--- src/rtl/plru_state_tracker_pkg.sv ---
// Shared L1 cache types: 3-bit PLRU tree, way number and per-set valid mask.
package lc3b_types;

    typedef logic [2:0] lc3b_plru_state;
    typedef logic [1:0] lc3b_way;
    typedef logic [3:0] lc3b_way_valid;

    localparam lc3b_plru_state PLRU_RESET_STATE = 3'b000;

endpackage

--- src/rtl/plru_state_tracker_victim_select.sv ---
// Victim choice for one set: the lowest invalid way if any, else the PLRU tree decode.
module plru_victim_select
    import lc3b_types::*;
(
    input  logic [2:0] tree,
    input  logic [3:0] valid,
    output logic [1:0] victim_way,
    output logic       victim_invalid
);

    lc3b_way tree_way;

    // The root bit points at the half to evict from; the node bit picks the colder way in that half.
    always_comb begin
        tree_way = 2'd0;
        if (tree[0]) begin
            tree_way = tree[1] ? 2'd0 : 2'd1;
        end else begin
            tree_way = tree[2] ? 2'd2 : 2'd3;
        end
    end

    always_comb begin
        victim_way     = tree_way;
        victim_invalid = 1'b1;
        if (!valid[0]) begin
            victim_way = 2'd0;
        end else if (!valid[1]) begin
            victim_way = 2'd1;
        end else if (!valid[2]) begin
            victim_way = 2'd2;
        end else if (!valid[3]) begin
            victim_way = 2'd3;
        end else begin
            victim_invalid = 1'b0;
        end
    end

endmodule

--- src/rtl/plru_state_tracker.sv ---
// Per-set 4-way tree-PLRU and valid tracking with victim selection and a set-by-set flush sweep.
module plru_state_tracker
    import lc3b_types::*;
#(
    parameter  int NUM_SETS = 8,
    localparam int INDEX_W  = $clog2(NUM_SETS)
) (
    input  logic               clk,
    input  logic               reset,
    input  logic               access_valid,
    input  logic [INDEX_W-1:0] access_index,
    input  logic [1:0]         access_way,
    input  logic               access_fill,
    input  logic [INDEX_W-1:0] query_index,
    output logic [1:0]         victim_way,
    output logic               victim_invalid,
    input  logic               flush_req,
    output logic               flush_busy
);

    localparam logic [0:0] ST_IDLE  = 1'b0;
    localparam logic [0:0] ST_FLUSH = 1'b1;
    localparam logic [INDEX_W-1:0] LAST_SET = INDEX_W'(NUM_SETS - 1);

    lc3b_plru_state tree_q  [NUM_SETS];
    lc3b_plru_state tree_d  [NUM_SETS];
    lc3b_way_valid  valid_q [NUM_SETS];
    lc3b_way_valid  valid_d [NUM_SETS];
    logic [0:0]         state_q, state_d;
    logic [INDEX_W-1:0] flush_cnt_q, flush_cnt_d;

    // Make the tree point away from the way just used; untouched node keeps its history.
    function automatic lc3b_plru_state plru_update(input lc3b_plru_state cur, input lc3b_way way);
        lc3b_plru_state nxt;
        nxt = cur;
        case (way)
            2'd0: begin nxt[0] = 1'b0; nxt[1] = 1'b0; end
            2'd1: begin nxt[0] = 1'b0; nxt[1] = 1'b1; end
            2'd2: begin nxt[0] = 1'b1; nxt[2] = 1'b0; end
            default: begin nxt[0] = 1'b1; nxt[2] = 1'b1; end
        endcase
        return nxt;
    endfunction

    always_comb begin
        tree_d      = tree_q;
        valid_d     = valid_q;
        state_d     = state_q;
        flush_cnt_d = flush_cnt_q;
        case (state_q)
            ST_IDLE: begin
                // An access coinciding with flush_req still lands; the sweep then clears it.
                if (access_valid) begin
                    tree_d[access_index] = plru_update(tree_q[access_index], access_way);
                    if (access_fill) begin
                        valid_d[access_index][access_way] = 1'b1;
                    end
                end
                if (flush_req) begin
                    state_d     = ST_FLUSH;
                    flush_cnt_d = '0;
                end
            end
            ST_FLUSH: begin
                tree_d[flush_cnt_q]  = PLRU_RESET_STATE;
                valid_d[flush_cnt_q] = '0;
                flush_cnt_d          = flush_cnt_q + 1'b1;
                if (flush_cnt_q == LAST_SET) begin
                    state_d = ST_IDLE;
                end
            end
            default: state_d = ST_IDLE;
        endcase
    end

    always_ff @(posedge clk or posedge reset) begin
        if (reset) begin
            state_q     <= ST_IDLE;
            flush_cnt_q <= '0;
            for (int i = 0; i < NUM_SETS; i++) begin
                tree_q[i]  <= PLRU_RESET_STATE;
                valid_q[i] <= '0;
            end
        end else begin
            state_q     <= state_d;
            flush_cnt_q <= flush_cnt_d;
            for (int i = 0; i < NUM_SETS; i++) begin
                tree_q[i]  <= tree_d[i];
                valid_q[i] <= valid_d[i];
            end
        end
    end

    assign flush_busy = (state_q == ST_FLUSH);

    // Reads registered state only, so a same-cycle access to the queried set is not bypassed.
    plru_victim_select u_victim_select (
        .tree           (tree_q[query_index]),
        .valid          (valid_q[query_index]),
        .victim_way     (victim_way),
        .victim_invalid (victim_invalid)
    );

endmodule
--- config.mk ---
export PLATFORM = sky130hd
export DESIGN_NAME = plru_state_tracker
export DESIGN_NICKNAME = d
export VERILOG_FILES = /design/src/rtl/plru_state_tracker_pkg.sv /design/src/rtl/plru_state_tracker_victim_select.sv /design/src/rtl/plru_state_tracker.sv
export SDC_FILE = /design/constraint.sdc
export NUM_CORES = 1
export LEC_CHECK = 0
export BUFFER_PORTS_ARGS = -buffer_cell sky130_fd_sc_hd__buf_2
export CAP_MARGIN = 20
export CORE_ASPECT_RATIO = 1.4
export CORE_MARGIN = 5
export CORE_UTILIZATION = 50
export CTS_BUF_LIST = sky130_fd_sc_hd__clkbuf_2 sky130_fd_sc_hd__clkbuf_4 sky130_fd_sc_hd__clkbuf_8
export DETAILED_ROUTE_END_ITERATION = 16
export GPL_TIMING_DRIVEN = 0
export PLACE_DENSITY_LB_ADDON = 0.3
export SLEW_MARGIN = 20
export SYNTH_ARGS = -nofsm -noshare
export SYNTH_HDL_FRONTEND = slang
export SYNTH_SLANG_ARGS = --single-unit
--- constraint.sdc ---
create_clock -name clk -period 1.9 [get_ports clk]
set_clock_uncertainty 0.15 [all_clocks]
set_input_delay 0 -clock clk [delete_from_list [all_inputs] [get_ports clk]]
set_output_delay 0 -clock clk [all_outputs]
set_load 0.1 [all_outputs]
==> summary.md <==
| Metric | Value |
|---|---|
| CTS tree | `built` |
| Mapped Cells | `277` |
| CTS buffer count | `9` |
| Post-DR wirelength/cell | `20.4 um` |
| Die H | `102 um` |
| Post-synthesis instance area | `0.00302 sq mm` |
| Finished Layout Cells | `385` |
| Register bit total from synthesis | `60` |
| Peak supply drop | `about 0.87 mV` |
| Sw power | `1.59 mW` |
| CP cell instances | `mux4_2 -> mux2_4 -> a211oi_2 -> a21oi_2 -> a221oi_4 -> buf_12` |
| Number of flops mapped to enable cells by yosys | `0` |
| Vias in the first global route | `~2,500` |
| First-pass GRT wire length | `12,900 um` |
| Hold Vio Cnt, Final | `0` |
| Core Region | `0.00586 sq mm` |
| Req. time, crit path | `1.75 ns` |
| Port bufs | `12` |
| F_max | `between 400 and 500 MHz` |
| Final Cycle Share | `126%` |
| Ports | `17` |
| Synthesized Nets | `292` |
| Post-synth top flop | `dfrtp_1` |
| # rows | `33` |
| Via Count | `2,474` |
| Total GRT Usage | `23.1%` |
| CP Max Fanout | `2` |
| First-pass DRT Iterations | `4` |
| WS Path Type | `reg2out` |
| Design Power | `roughly 4.3 mW` |
| RSZ-0062 raised after global routing | `yes` |
| Crit end category | `output port` |
| Max clock buf depth | `2` |
| Crit. Startpoint | `tree_q[15]$_DFFE_PP0P_` |
| Clk sinks | `60` |
| Clock Power Share | `22.3%` |
| Status | `complete, but fails checks` |
| Initial drt markers | `168` |
| Critical Path Slowest Stage Cell | `mux4_2` |
| Asr flop ratio synth | `100%` |
| Initial Util | `51.5%` |
| Die area | `between 0.007 and 0.008 sq mm` |
| Largest stage delay, worst path | `0.49 ns` |
| Layout fillers | `490` |
| H-Tree Depth | `3` |
| Ant diodes | `0` |
| Fin crit period | `roughly 2.4 ns` |
| Post-route setup slack | `-0.497 ns` |
| Leak Pwr | `between 1.5 and 2 nW` |
| Detail Route Antenna Nets | `0` |
| Failing checks | `setup timing` |
| Clock-pin slew on the worst setup and hold paths | `approximately 0.070 ns` |
| Worst R2R Start | `flush_busy$_DFF_PP0_` |
| Nets | `327` |
| Chip width | `75.6 um` |
| HPWL Detailed | `5760 um` |
| Final Max Slew Viols | `0` |
| Yosys warnings | `0` |
| Initial antenna violation count | `0` |
| Clk_lat worst skew | `approximately 0.33 ns` |
| Int Pwr | `2.72 mW` |
| Placed cell count | `360` |
| Yosys cell types | `36` |
| Max cap viols | `0` |
| Comb power frac | `around a third` |
| Clk root buf | `clkbuf_8` |
| Worst slew pin tran | `0.649 ns` |
| Final WL | `roughly 7900 um` |
| DRC Markers | `0` |
| Layout cells sized above 1 | `between 20% and 30%` |
| Relative slew slack | `56.6%` |
| Syn avg cell area | `10.9 sq um` |
| Setup crit start kind | `flop` |
| Setup Total Neg Slack | `-1.17 ns` |
| Post-DR vias/cell | `6.43` |
| Final Setup Violations | `3` |
| Register area share after synthesis | `between 40 and 50%` |
| Largest net degree at the start of global routing | `39` |
| Crit path DAT | `2.25 ns` |
| Area grow syn2layout | `19.2%` |
| GR Overflow Total | `0` |
| Share of power burned in registers | `43.6%` |
| Switching fraction of total power | `37.0%` |
| Final GP Congestion | `0.913` |
| Hold Path Class | `in2async` |
| Power per cell area | `between 1000 and 1500 mW/mm^2` |
==> worst paths after layout <==
kind	end	slack (ns)	cells after the start
worst max-delay path	victim_way[0]	-0.50	6
worst min-delay path	valid_q[7]$_DFFE_PP0P_	0.02	3
worst max register to register	tree_q[0]$_DFFE_PP0P_	0.09	5
worst min register to register	valid_q[23]$_DFFE_PP0P_	0.33	2
max in group asynchronous	tree_q[6]$_DFFE_PP0P_	1.09	4
min in group clk	tree_q[22]$_DFFE_PP0P_	0.05	3
==> worst max-delay path: cells and delay by family, from the launching register on <==
family / cells / cell delay [ns]
mux: 2 / 0.78
buf+inv: 1 / 0.21
flops: 1 / 0.39
compound gates: 3 / 0.53
==> cell usage after synthesis, types with 2 or more instances <==
master,number,area share (%)
nor2b_1,4,0.83
clkbuf_1,6,0.75
mux2_2,2,0.75
a21oi_1,5,0.83
nand2b_1,9,1.9
buf_2,6,1.0
o21ai_0,32,5.3
ha_1,2,0.83
mux4_2,14,10
o31ai_1,4,1.0
dfrtp_1,60,50
inv_1,5,0.62
nand3b_1,2,0.50
o41ai_1,3,0.87
nor3_1,6,1.0
nor2_1,11,1.4
mux2i_1,5,1.7
nand4_1,2,0.41
a22o_1,25,7.3
nand2_1,27,3.4
nand3_1,32,5.3
==> logic make-up (layout without fill, tap and decap cells) <==
family	after synthesis	in the layout	synth area share, %
AO/OA/AOI/OAI	79	79	18.2
adder cells (fa/ha/maj)	2	2	0.829
buffers and inverters	18	56	2.49
flip-flops	60	60	49.8
multiplexers	21	21	12.9
AND/OR/NAND/NOR	97	97	15.8
==> layout make-up <==
type | instances | area [sq um] | share of cell area [%]
Tap cell | 70 | 87.6 | 2.44
Multi-Input combinational cell | 199 | 1530 | 42.5
Sequential cell | 60 | 1500 | 41.8
Buffer | 12 | 62.6 | 1.74
Clock inverter | 3 | 15.0 | 0.418
Clock buffer | 11 | 145 | 4.04
Timing Repair Buffer | 25 | 234 | 6.51
Inverter | 5 | 21.3 | 0.592
==> metrics by stage <==
step           util [%]  cell area [sq um]  hold slack, ns  setup slack [ns]
6_report           61.3               3590          0.0158            -0.497
5_1_grt            61.3               3590          0.0700            -0.570
4_1_cts            60.6               3550          0.0130            -0.507
3_5_place_dp       54.8               3220          -0.167            -0.412
3_3_place_gp       54.5               3190          0.0664            -0.628
2_1_floorplan         -               3050         -0.0427            -0.453
==> metal layers <==
| metal | wire length [um] | track usage (%) | vias to the layer above |
|---|---|---|---|
| li1 | - | - | 1123 |
| met1 | 2880 | 26.9 | 1236 |
| met2 | 4260 | 39.6 | 88 |
| met3 | 423 | 4.53 | 27 |
| met4 | 301 | 11.6 | 0 |
| met5 | 0 | 0 | - |
==> registers in the layout, indices dropped and copies added, names as in the netlist <==
name / flops
tree_q: 24
flush_cnt_q: 3
flush_busy: 1
valid_q: 32
==> cells in the final DEF (no fill, tap or decap), types with 3 or more instances in the layout <==
cell,synthesis,final
dfrtp_1,60,59
mux2i_1,5,5
o41ai_1,3,3
buf_12,0,4
nand2b_1,9,8
nand3_1,32,32
clkinv_2,0,3
o31ai_1,4,4
inv_1,5,4
nor3_1,6,4
a22o_1,25,25
a21oi_1,5,3
clkbuf_1,6,4
dlygate4sd3_1,0,6
mux4_2,14,14
nand2_1,27,27
buf_4,0,5
nor2b_1,4,4
o21ai_0,32,31
buf_2,6,15
nor2_1,11,8
clkbuf_8,0,11
==> timing repair <==
item                                    4_1_cts  5_1_grt
pin swaps                                     3        1
buffers inserted                              4        2
endpoints found under the hold margin        73        0
gates cloned                                  0        0
endpoints found under the setup margin       17       19
hold buffers                                  6        0
gates resized for setup                      21        7
==> power by group through the flow <==
stage          clock [mW]  sequential, mW  combinational, mW
2_1_floorplan           0            1.89              0.955
3_3_place_gp            0            1.87               1.31
3_5_place_dp            0            1.89               1.36
4_1_cts             0.973            1.87               1.44
5_1_grt              1.03            1.92               1.62
6_report            0.962            1.88               1.47
(Power assumes the default switching activity.)
